[src/rtl/code_decoder_fifo.sv]
// Small FIFO of CW-bit codes that presents the head entry as a one-hot vector.
// Also keeps a sticky mask of every code accepted since the last clear.
module code_decoder_fifo #(
  parameter  int CW    = 3,
  parameter  int DEPTH = 4,
  localparam int OW    = 2 ** CW,
  localparam int AW    = $clog2(DEPTH),
  localparam int NW    = AW + 1
) (
  input  logic          clk,
  input  logic          rst,
  input  logic [CW-1:0] code,
  input  logic          in_valid,
  output logic          in_ready,
  output logic [OW-1:0] out_onehot,
  output logic          out_valid,
  input  logic          out_ready,
  output logic [NW-1:0] count,
  output logic [OW-1:0] seen,
  input  logic          clr_seen
);

  logic [CW-1:0] mem [DEPTH];
  logic [AW-1:0] wr_ptr;
  logic [AW-1:0] rd_ptr;
  logic          push;
  logic          pop;

  function automatic logic [OW-1:0] decode(input logic [CW-1:0] c);
    logic [OW-1:0] v;
    v    = '0;
    v[c] = 1'b1;
    return v;
  endfunction

  // Handshake qualifiers depend on registered count only, never on valid/ready inputs.
  assign in_ready  = (count != NW'(DEPTH));
  assign out_valid = (count != '0);
  assign push      = in_valid && in_ready;
  assign pop       = out_valid && out_ready;

  always_comb begin
    out_onehot = '0;
    if (out_valid) out_onehot = decode(mem[rd_ptr]);
  end

  // Storage is not reset; only entries below count are ever observed.
  always_ff @(posedge clk) begin
    if (push) mem[wr_ptr] <= code;
  end

  always_ff @(posedge clk or posedge rst) begin
    if (rst) begin
      wr_ptr <= '0;
      rd_ptr <= '0;
      count  <= '0;
    end else begin
      if (push) wr_ptr <= wr_ptr + 1'b1;
      if (pop)  rd_ptr <= rd_ptr + 1'b1;
      case ({push, pop})
        2'b10:   count <= count + 1'b1;
        2'b01:   count <= count - 1'b1;
        default: count <= count;
      endcase
    end
  end

  // A clear colliding with a push keeps only the newly accepted code.
  always_ff @(posedge clk or posedge rst) begin
    if (rst) begin
      seen <= '0;
    end else if (push) begin
      seen <= (clr_seen ? '0 : seen) | decode(code);
    end else if (clr_seen) begin
      seen <= '0;
    end
  end

endmodule

[config.mk]
export PLATFORM = sky130hd
export DESIGN_NAME = code_decoder_fifo
export DESIGN_NICKNAME = d
export VERILOG_FILES = /design/src/rtl/code_decoder_fifo.sv
export SDC_FILE = /design/constraint.sdc
export NUM_CORES = 1
export LEC_CHECK = 0
export BUFFER_PORTS_ARGS = -buffer_cell sky130_fd_sc_hd__buf_2
export CORE_ASPECT_RATIO = 0.7
export CORE_MARGIN = 2
export CORE_UTILIZATION = 45
export CTS_CLUSTER_DIAMETER = 60
export CTS_CLUSTER_SIZE = 16
export DETAILED_ROUTE_END_ITERATION = 10
export PLACE_DENSITY = 0.65
export SETUP_SLACK_MARGIN = 0.4
export SYNTH_ARGS = -nofsm -noshare
export SYNTH_HDL_FRONTEND = slang
export SYNTH_SLANG_ARGS = --single-unit
export TNS_END_PERCENT = 100
[constraint.sdc]
create_clock -name clk -period 5.4 [get_ports clk]
set_clock_uncertainty 0.2 [all_clocks]
set_input_delay 1.62 -clock clk [delete_from_list [all_inputs] [get_ports clk]]
set_output_delay 1.62 -clock clk [all_outputs]
set_load 0.01 [all_outputs]
Word level (Yosys, flattened, before mapping)
Memory sizes are Yosys's and may differ from the RTL's.
Index checks and enable logic that the tools add are counted.
Word-level totals
  register bits after elaboration: 15
  RAM bits: 12
  input port bits: 8
  output and inout port bits: 21
  logic and storage cells: 33
  memories kept: 1
Operators by class
  add/subtract/negate cells: 4
  order comparisons: 4
  equal/unequal tests: 3
  muxes and demuxes: 10
  bitwise gates (word level): 1
  reduce and logical (&&, ||, !) cells: 6
Memory list
  mem: depth 4, width 3, rd ports 1, clocked after Yosys merged registers in 0, wr ports 1, RTL line 23  | logic [CW-1:0] mem [DEPTH];
Operator list (number)
  $mux 8: 3
  $lt 3x4->1 const B: 2
  $or 8x8->8: 1
  $demux 1 s3: 2
  $ge 3x1->1 const B: 2
  $pmux 3 s2: 1
  $add 2x1->2 const B: 2
  $logic_and 1x1->1: 4
  $mux 1: 4
  $add 3x1->3 const B: 1
  $ne 3x3->1 const B: 1
  $reduce_bool 3->1: 1
  $sub 3x1->3 const B: 1
  $eq 2x1->1 const B: 1
  $eq 2x2->1 const B: 1
  $reduce_bool 2->1: 1

Logic depth before layout (Yosys ltp)
Gate-level depths: netlist (run 1).
  depth in word-level cells: 6
  depth in mapped cells: 8
  gate-level depth less buffers: 8

Worst setup path before layout (run 1)
No wires, ideal clock.
  path kind: flip-flop to output port
  start point: reg rd_ptr[0]
  end point: out out_onehot[0]
  arrival time: 1.414 ns
  data required time: 3.580 ns
  slack: 2.166 ns
  stages on the path, launching flop included: 5
  path buffers: 1
  cell sequence: dfrtp_1 -> buf_2 -> mux4_2 -> or2_1 -> nor2_1
On the way
  cells in the longest elaborated chain, start to end: 6
  elaborated cells on any way between the ends: 7
  classes of those cells: order compare: 2; mux: 3; reduce/logical: 1; memory: 1
RTL lines
  from (decl): RTL line 25  | logic [AW-1:0] rd_ptr;
  from (signal assigned): RTL line 59  | if (pop) rd_ptr <= rd_ptr + 1'b1;
  $mem_v2 4x3 *
  $lt 3x4->1 (implied by the code) or $ge 3x1->1 (tied branches): RTL line 32  | v[c] = 1'b1;
  $logic_and 1x1->1 (implied by the code): RTL line 32
  $mux 1 (implied by the code): RTL line 32
  $demux 1 s3 *: RTL line 32
  $mux 8 *: RTL line 44  | if (out_valid) out_onehot = decode(mem[rd_ptr]);
  to (decl): RTL line 15  | output logic [OW-1:0] out_onehot,
Mark *: on every way between the ends. The rest lies on a longest branch, timed or not.

Worst setup path after layout (run 1)
  start point: reg rd_ptr[0]
  end point: out out_onehot[1]
The elaborated chain is that of the path after synthesis.

==> impl_results.md, run 1 <==
* Status: finished, final reports clean
* Hold-fix buffers, CTS at 0
* Total core area at 2800 µm²
* Startpoint types: flop
* GR Util All Layers at 16.0%
* GPL Wtd Cong at 0.834
* VDD IR max at 0.207 mV
* FF+latch count, synth at 27
* Post-Syn Nets at 124
* Final WL at 2410 µm
* MaxCap Viol Count at 0
* Worst slack at placement at 1.97 ns
* Worst reg2reg path depth at 6
* Synth cell types at 35
* Slowest-stage cell, CP: mux4_2
* Critical path endpoint category: output port
* Number of I/O pins at 29
* Post-CTS Setup Bufs at 0
* CTS root buf: clkbuf_8
* DR vias at 915
* FF-to-FF setup slack at 2.95 ns
* Pre-antenna DRT Iters at 4
* Setup WS post-layout at 1.74 ns
* Clk buf depth at 2
* Largest cells by area after synthesis: dfrtp_1, edfxtp_1, mux4_2
* Actual transition at the worst max-transition pin at 0.591 ns
* Area taken by multi-input logic gates at 518 µm²
* Drt initial violations at 27
* Clk sink count at 27
* Critical Path, Cell by Cell: mux4_2 > or2_1 > nor2_1 > buf_2
* Peak per-stage delay on the critical path at 0.58 ns
* Hold depth at 2
* Fmax at 273 MHz
* Nets at 152
* Largest net degree at the start of global routing at 16
* Vias in the first global route at 825
* CTS tree: built
* Reg area at 736 µm²
* Fin crit period at 3.66 ns
* Global-route wire length before repair at 4020 µm
* Initial antenna violation count at 0
* WP data required at 3.58 ns
* Yosys warns at 0
* WP data arrival at 1.84 ns
* Routed Antenna Nets at 0
* Slew HR at 60.6%
* WS Path Type: reg -> out
* Post-CTS sizing at 0
* Final hold vios at 0
* Pwr dens at 500 nW/µm²
* HP Start: seen[4]$_DFF_PP0_
* RSZ-0062 raised after global routing: no
* Max-slew violation count at 0
* Area of the mapped netlist at 1330 µm²
* Hold path endpoint: seen[4]$_DFF_PP0_
* Drt via density at 5.26
* WL per Instance at 13.8 µm
* Post-DP Area at 1480 µm²
* Grt ovf at 0
* Die Area at 3400 µm²
* Area grow syn2layout at 15.4%
* Row cnt at 16
* Fillers at 261
* Synth Area per Inst at 11.9 µm²
* Setup violators final at 0
* Power, Total at 0.765 mW
* Die Y at 49.4 µm
* Share of cells above drive strength 1 at 31.2%
* R2r endpoint: count[1]$_DFFE_PP0P_
* Die width at 68.9 µm
* Initial core utilization at 47.3%
* Post-route DRC violation count at 0
* Setup TNS at 0 ns
* CTS Buf Count at 3
* Post-synth top area share at 28.3%
* Final worst path period share at 67.8%
* Syn Inst Count at 111
* Synth area leader: dfrtp_1
* Number of port buffers at 28
* Seq/Total Area, Yosys at 55.5%
* Clk slew on worst S/H paths at 0.09 ns
* Inserted Diodes at 0
* Crit-path max FO at 5
* Design area at 1530 µm²
* H-tree depth at 1
* Detailed placer's ending HPWL at 1860 µm
* Clk_lat worst skew at 0.27 ns
* Lkg Pwr at 0.679 nW
* R2R Path Start: count[0]$_DFFE_PP0P_
* Min-delay worst type: reg -> reg
Yosys cell counts (all sizes together):
library cell / instances
o22ai: 6
nor3: 1
nor2: 10
o32ai: 2
fa: 1
dfrtp: 15
nand3b: 2
o211ai: 1
nand2b: 4
inv: 12
nor2b: 1
o21ai: 2
ha: 4
and3: 4
mux2: 2
edfxtp: 12
o22a: 1
or2: 3
or3b: 1
o2111a: 1
nand3: 4
xnor2: 4
buf: 3
a221oi: 1
a311oi: 1
mux4: 3
nand2: 5
o21bai: 1
clkbuf: 2
nor3b: 1
and2: 1
routing by layer:
metal / GRT usage, % / wire length, µm / up-vias
met5: 0 / 0 / -
met4: 2.94 / 17 / 0
met3: 4.16 / 95 / 3
met2: 23.2 / 1110 / 18
met1: 24.4 / 1190 / 450
li1: - / - / 444
cell families (layout without fill, tap and decap cells):
| group | after synthesis | count (layout) | synth area share [%] |
|---|---|---|---|
| muxes | 5 | 5 | 7.07 |
| buffers and inverters | 17 | 44 | 5.47 |
| xor gates and xnor gates | 4 | 4 | 2.64 |
| AOI/OAI and AO/OA | 16 | 16 | 8.87 |
| DFF | 27 | 27 | 55.5 |
| and+or+nand+nor | 37 | 37 | 15.2 |
| adders and majority gates | 5 | 5 | 5.28 |
worst max-delay path: cells and delay by family (launching register included):
kind                   cells  cell delay [ns]
buffers and inverters      1             0.14
DFF                        1             0.50
muxes                      1             0.58
and+or+nand+nor            2             0.35
placed cells by master, fill, tap and decap left out:
master,n
a221oi_1,1
a311oi_1,1
and2_4,1
and3_2,4
buf_2,28
clkbuf_8,3
clkinv_2,1
dfrtp_1,15
edfxtp_1,12
fa_1,1
ha_1,4
inv_1,12
mux2_2,1
mux2_4,1
mux4_2,3
nand2_1,5
nand2b_1,4
nand3_1,4
nand3b_1,2
nor2_1,10
nor2b_1,1
nor3_1,1
nor3b_1,1
o2111a_1,1
o211ai_1,1
o21ai_0,2
o21bai_1,1
o22a_1,1
o22ai_1,6
o32ai_1,2
or2_1,2
or2_2,1
or3b_1,1
xnor2_1,4
per-stage QoR:
| stage | hold WS [ns] | util [%] | cells |
|---|---|---|---|
| after floorplan | 0.306 | - | 111 |
| after global placement | 0.313 | 52.9 | 170 |
| after detailed placement | 0.322 | 52.9 | 170 |
| after CTS | 0.334 | 54.6 | 174 |
| after global routing | 0.347 | 54.6 | 174 |
| final | 0.331 | 54.6 | 174 |
report_power, final:
group	switching (mW)	leakage (nW)	total, mW	internal, mW
clock network	0.0612	0.0255	0.113	0.0517
registers	0.0552	0.301	0.324	0.268
logic	0.171	0.352	0.329	0.157
total	0.288	0.679	0.765	0.477
sequential cells by signal, summed over array words and instances, names as in the netlist:
signal and cells:
mem 12, wr_ptr 2, rd_ptr 2, count 3, seen 8
how the worst max path moves through the flow:
stage | end | from | slack (ns)
after detailed placement | count[2]$_DFFE_PP0P_ | in_valid | 1.97
after global routing | out_onehot[6] | rd_ptr[0]$_DFFE_PP0P_ | 1.60
after floorplan | out_onehot[0] | rd_ptr[0]$_DFFE_PP0P_ | 2.17
after global placement | out_onehot[6] | rd_ptr[0]$_DFFE_PP0P_ | 2.04
after CTS | out_onehot[6] | rd_ptr[0]$_DFFE_PP0P_ | 1.71
final | out_onehot[1] | rd_ptr[0]$_DFFE_PP0P_ | 1.74
layout make-up:
cell class | count | share of cell area [%]
Sequential cell | 27 | 48.1
Clock buffer | 3 | 2.70
Multi-Input combinational cell | 67 | 33.9
Inverter | 12 | 2.94
Clock inverter | 1 | 0.327
Timing Repair Buffer | 28 | 9.16
Tap cell | 36 | 2.94
Power figures use the tool's default switching activity.
==> run 2: changes to the inputs <==
==> constraint.sdc (replaced) <==
create_clock -name clk -period 3.6 [get_ports clk]
set_clock_uncertainty 0.2 [all_clocks]
set_input_delay 1.08 -clock clk [delete_from_list [all_inputs] [get_ports clk]]
set_output_delay 1.08 -clock clk [all_outputs]
set_load 0.01 [all_outputs]
==> impl_results.md, run 2 (same netlist as run 1, synthesis figures left out) <==
* Grt ovf at 0 (unchanged)
* Worst setup path startpoint: rd_ptr[0]$_DFFE_PP0P_
* Max-slew violation count at 0 (unchanged)
* Max FFs per register at 12 (unchanged)
* HP Start: seen[4]$_DFF_PP0_
* Clk slew on worst S/H paths at 0.09 ns (about the same)
* Placed insts at 170 (unchanged)
* Fin crit period at 3.05 ns
* Startpoint types: flop
* Number of I/O pins at 29 (unchanged)
* Biggest register: mem
* CTS root buf: clkbuf_8
* Clk buf depth at 2 (unchanged)
* Setup violators final at 0 (unchanged)
* Slowest-stage cell, CP: mux4_2
* Drt initial violations at 27 (unchanged)
* Share of cells above drive strength 1 at 31.9% (+0.72 points)
* Min-delay worst type: reg -> reg
* RSZ-0062 raised after global routing: no
* Row cnt at 16 (unchanged)
* Inserted Diodes at 0 (unchanged)
* Die Area at 3400 µm² (unchanged)
* Initial core utilization at 47.3% (unchanged)
* Pre-antenna DRT Iters at 4 (unchanged)
* Clk sink count at 27 (unchanged)
* Power, Total at 1.15 mW (+50%)
* Top flop regs: mem: 12 flops, seen: 8 flops, count: 3 flops
* Slew HR at 60.6% (about the same)
* Critical path endpoint category: output port
* DR vias at 915 (unchanged)
* Vias in the first global route at 825 (unchanged)
* Total core area at 2800 µm² (unchanged)
* WP data arrival at 1.77 ns (-0.07 ns)
* Die width at 68.9 µm (unchanged)
* Largest net degree at the start of global routing at 16 (unchanged)
* Pwr dens at 750 nW/µm² (+50%)
* Setup TNS at 0 ns (unchanged)
* Leading cell type in the layout, fill and taps excluded: buf_2
* Die Y at 49.4 µm (unchanged)
* Clk_lat worst skew at 0.27 ns (about the same)
* Met1 wire length at 1190 µm (unchanged)
* Post-CTS Setup Bufs at 0 (unchanged)
* GR Util All Layers at 16.0% (unchanged)
* Actual transition at the worst max-transition pin at 0.590 ns (-0.000161 ns)
* Area taken by multi-input logic gates at 518 µm² (unchanged)
* Routed Antenna Nets at 0 (unchanged)
* Initial antenna violation count at 0 (unchanged)
* Post-route DRC violation count at 0 (unchanged)
* MaxCap Viol Count at 0 (unchanged)
* WL per Instance at 13.8 µm (unchanged)
* Final worst path period share at 84.6%
* Met3 WL at 95 µm (unchanged)
* H-tree depth at 1 (unchanged)
* Critical Path, Cell by Cell: mux4_2 > or2_1 > nor2_1 > buf_2
* CTS tree: built
* Hold-fix buffers, CTS at 0 (unchanged)
* Final WL at 2410 µm (unchanged)
* WP data required at 2.32 ns (-1.26 ns)
* Top sig layer: met4
* Crit-path max FO at 5 (unchanged)
* Number of port buffers at 28 (unchanged)
* CTS Buf Count at 3 (unchanged)
* Met2 routed WL at 1110 µm (unchanged)
* VDD IR max at 0.311 mV (+50%)
* Most frequent cells in the layout: buf_2, dfrtp_1, inv_1, edfxtp_1, nor2_1
* Final hold vios at 0 (unchanged)
* Cell Count, Final, Fillers Out at 174 (unchanged)
* R2R Path Start: count[0]$_DFFE_PP0P_
* Drt via density at 5.26 (unchanged)
* Status: finished, final reports clean
* Reg area at 737 µm² (+0.17%)
* Global-route wire length before repair at 4020 µm (unchanged)
* Detailed placer's ending HPWL at 1860 µm (unchanged)
* WS Path Type: reg -> out
* Area grow syn2layout at 15.5% (about the same)
* Nets at 152 (unchanged)
* Peak per-stage delay on the critical path at 0.55 ns (-0.03 ns)
* Fmax at 328 MHz
* GPL Wtd Cong at 0.834 (about the same)
* Lkg Pwr at 0.678 nW (-0.15%)
* Fillers at 260 (-0.38%)
[run 2: cell count changes in the layout (fill, tap and decap cells not counted)]
cell | before | now
dfrtp_1 | 15 | 14
dfrtp_2 | 0 | 1
[run 2: what timing repair did]
item / in CTS / in global routing
resized for setup: 0 / 1
hold endpoints to repair: 0 / 0
setup endpoints to repair: 0 / 5
[run 2: through the flow]
step	instance area [µm²]	hold slack (ns)	util (%)	setup slack, ns
finish	1530	0.331	54.6	0.553
CTS	1530	0.334	54.6	0.451
floorplan	1330	0.306	-	0.906
detailed placement	1480	0.322	52.9	0.712
global placement	1480	0.313	52.9	0.784
global route	1530	0.347	54.6	0.433
[run 2: layout make-up]
cell class	instances	area share (%)
flip-flops and latches	27	48.1
multi-input cells	67	33.8
repair buffers	28	9.15
inverters	12	2.94
well taps	36	2.94
clock buffers	3	2.70
clock inverters	1	0.327
[run 2: worst paths after layout]
path	slack [ns]	end	cells after the start
setup / recovery	0.55	out_onehot[1]	4
hold / removal	0.33	seen[4]$_DFF_PP0_	2
setup reg to reg	1.15	count[1]$_DFFE_PP0P_	6
hold reg to reg	0.33	seen[4]$_DFF_PP0_	2
max in group asynchronous	2.13	rd_ptr[0]$_DFFE_PP0P_	2
min in group asynchronous	0.66	seen[0]$_DFF_PP0_	2
[run 2: routing by layer]
metal | global-route usage, % | vias to the layer above
met5 | 0 | -
met4 | 2.94 | 0
met3 | 4.16 | 3
met2 | 23.2 | 18
met1 | 24.4 | 450
li1 | - | 444
[run 2: worst max-delay path, delay by kind of cell (launching register included)]
kind / cells / cell delay (ns)
buf+inv: 1 / 0.14
mux: 1 / 0.55
simple gates: 2 / 0.35
flops: 1 / 0.45
[run 2: report_power, final]
part	total (mW)	leakage, nW	internal [mW]	switching (mW)
Combinational	0.493	0.352	0.236	0.257
Sequential	0.487	0.300	0.404	0.0828
Clock	0.169	0.0255	0.0776	0.0918
Total	1.15	0.678	0.717	0.432
==> run 3: changes to the inputs <==
--- a/config.mk
+++ b/config.mk
@@ -12,7 +12,7 @@
 export CTS_CLUSTER_DIAMETER = 60
 export CTS_CLUSTER_SIZE = 16
 export DETAILED_ROUTE_END_ITERATION = 10
-export PLACE_DENSITY = 0.65
+export PLACE_DENSITY = 0.68
 export SETUP_SLACK_MARGIN = 0.4
 export SYNTH_ARGS = -nofsm -noshare
 export SYNTH_HDL_FRONTEND = slang
==> constraint.sdc (replaced) <==
create_clock -name clk -period 2.7 [get_ports clk]
set_clock_uncertainty 0.2 [all_clocks]
set_input_delay 0.81 -clock clk [delete_from_list [all_inputs] [get_ports clk]]
set_output_delay 0.81 -clock clk [all_outputs]
set_load 0.01 [all_outputs]
==> impl_results.md, run 3 (same netlist as run 1, synthesis figures left out) <==
* Status: finished, violations left
* Failing checks: setup timing
* Clk slew on worst S/H paths at 0.08 ns (about the same)
* Actual transition at the worst max-transition pin at 0.605 ns (+0.0142 ns)
* Startpoint types: flop
* Final WL at 2760 µm (+14%)
* Crit-path max FO at 4 (-1)
* Total core area at 2800 µm² (unchanged)
* Reg area at 741 µm² (+0.51%)
* Share of cells above drive strength 1 at 49.7% (+18 points)
* Lkg Pwr at 0.743 nW (+9.7%)
* Max FFs per register at 12 (unchanged)
* Global-route wire length before repair at 4510 µm (+12%)
* Area grow syn2layout at 27.9%
* Setup WS post-layout at -0.0714 ns (-0.624 ns)
* R2r endpoint: count[1]$_DFFE_PP0P_
* H-tree depth at 1 (unchanged)
* Setup TNS at -0.278 ns (-0.278 ns)
* Most frequent cells in the layout: buf_2, inv_1, edfxtp_1, buf_4, dfrtp_1
* DR vias at 962 (+5.1%)
* Detailed placer's ending HPWL at 1940 µm (+3.9%)
* Die Area at 3400 µm² (unchanged)
* RSZ-0062 raised after global routing: yes
* HP Start: seen[4]$_DFF_PP0_
* Pwr dens at 1060 nW/µm² (+42%)
* R2R Path Start: count[0]$_DFFE_PP0P_
* Drt via density at 5.14 (-2.2%)
* Peak per-stage delay on the critical path at 0.53 ns (-0.02 ns)
* Post-route DRC violation count at 0 (unchanged)
* WP data arrival at 1.76 ns (about the same)
* Initial antenna violation count at 0 (unchanged)
* Inserted Diodes at 0 (unchanged)
* Critical path endpoint category: output port
* Crit path max-delay family: multiplexers
* Clk buf depth at 2 (unchanged)
* Largest net degree at the start of global routing at 16 (unchanged)
* Final hold vios at 0 (unchanged)
* Die width at 68.9 µm (unchanged)
* Slew HR at 59.7% (-0.95 points)
* Vias in the first global route at 950 (+15%)
* GR Util All Layers at 18.6% (+2.6 points)
* Fillers at 232 (-11%)
* Fmax at 361 MHz
* Power, Total at 1.81 mW (+57%)
* Number of I/O pins at 29 (unchanged)
* FF-to-FF setup slack at 0.39 ns (-0.76 ns)
* Drt initial violations at 42 (+56%)
* Grt ovf at 0 (unchanged)
* Area taken by multi-input logic gates at 573 µm² (+11%)
* Post-DP Area at 1530 µm² (+3.4%)
* Top flop regs: mem: 12 flops, seen: 8 flops, count: 3 flops
* CTS Buf Count at 3 (unchanged)
* Slowest-stage cell, CP: mux4_2
* Number of port buffers at 28 (unchanged)
* WP depth at 4 (unchanged)
* Nets at 165 (+8.6%)
* Clk sink count at 27 (unchanged)
* Biggest register: mem
* MaxCap Viol Count at 0 (unchanged)
* Fin crit period at 2.77 ns
* CTS tree: built
* Row cnt at 16 (unchanged)
* Leading cell type in the layout, fill and taps excluded: buf_2
* WL per Instance at 14.7 µm (+6.5%)
* Design area at 1700 µm² (+11%)
* Final worst path period share at 103%
* WS Path Type: reg -> out
* Clk_lat worst skew at 0.27 ns (about the same)
* Die Y at 49.4 µm (unchanged)
* Post-layout util at 60.5% (+5.9 points)
* Worst reg2reg path depth at 7 (+1)
* Hold-fix buffers, CTS at 0 (unchanged)
* GPL Wtd Cong at 0.788 (-5.6%)
* VDD IR max at 0.540 mV (+74%)
* Routed Antenna Nets at 0 (unchanged)
* Max-slew violation count at 0 (unchanged)
* Worst setup path startpoint: rd_ptr[0]$_DFFE_PP0P_
* Min-delay worst type: reg -> reg
* Critical Path End: out_onehot[0]
* Pre-antenna DRT Iters at 4 (unchanged)
* Initial core utilization at 47.3% (unchanged)
* Crit path buf inv count at 1 (unchanged)
* WP data required at 1.69 ns (-0.63 ns)
* Setup violators final at 7 (+7)
* Critical Path, Cell by Cell: mux4_2 > or2_4 > nor2_2 > buf_2
* CTS root buf: clkbuf_8
## run 3: changes by cell type in the layout (fill, tap and decap cells not counted), moves of 2 or more
| cell | before | now |
|---|---|---|
| dfrtp_1 | 14 | 11 |
| nor2_1 | 10 | 2 |
| nor2_4 | 0 | 2 |
| or2_1 | 2 | 0 |
| buf_6 | 0 | 2 |
| dfrtp_2 | 1 | 4 |
| or2_4 | 0 | 2 |
| nor2_2 | 0 | 6 |
| buf_4 | 0 | 12 |
## run 3: stage by stage
stage,setup slack (ns),instances,hold slack [ns]
global placement,0.194,171,0.312
finish,-0.0714,187,0.329
floorplan,0.333,111,0.306
detailed placement,0.118,171,0.319
global route,-0.133,187,0.365
CTS,-0.0698,180,0.332
## run 3: metal layers
metal / track usage [%] / share of wire, % / up-vias / wire [µm]
li1: - / - / 471 / -
met1: 25.5 / 45 / 460 / 1240
met2: 29.3 / 48 / 28 / 1330
met3: 4.85 / 6.2 / 3 / 170
met4: 4.58 / 0.76 / 0 / 21
met5: 0 / 0 / - / 0
## run 3: timing repair
action | 4_1_cts | 5_1_grt
gates resized for setup | 6 | 3
pin swaps | 5 | 7
cloned | 0 | 0
setup buffers | 5 | 7
setup endpoints to repair | 12 | 12
## run 3: worst min path at each step
stage | to | slack [ns] | cells past startpoint
6_report | seen[4]$_DFF_PP0_ | 0.33 | 2
5_1_grt | seen[5]$_DFF_PP0_ | 0.36 | 2
4_1_cts | seen[7]$_DFF_PP0_ | 0.33 | 2
3_5_place_dp | seen[7]$_DFF_PP0_ | 0.32 | 2
3_3_place_gp | seen[3]$_DFF_PP0_ | 0.31 | 2
2_1_floorplan | rd_ptr[1]$_DFFE_PP0P_ | 0.31 | 1
## run 3: worst min-delay path: stages (launching register included)
cell     delay, ns
dfrtp_1       0.38
inv_1         0.05
o22ai_1       0.06
## run 3: final cells by class
type	count	share of cell area (%)
multi-input combinational	67	33.8
timing repair buffer	41	14.6
tap	36	2.65
inverter	12	2.65
clock buffer	4	2.65
sequential	27	43.7
## run 3: report_power, final
| group | leakage [nW] | switching [mW] | internal [mW] |
|---|---|---|---|
| Clock | 0.0228 | 0.115 | 0.106 |
| Sequential | 0.297 | 0.0972 | 0.543 |
| Combinational | 0.424 | 0.457 | 0.487 |
| Total | 0.743 | 0.670 | 1.14 |
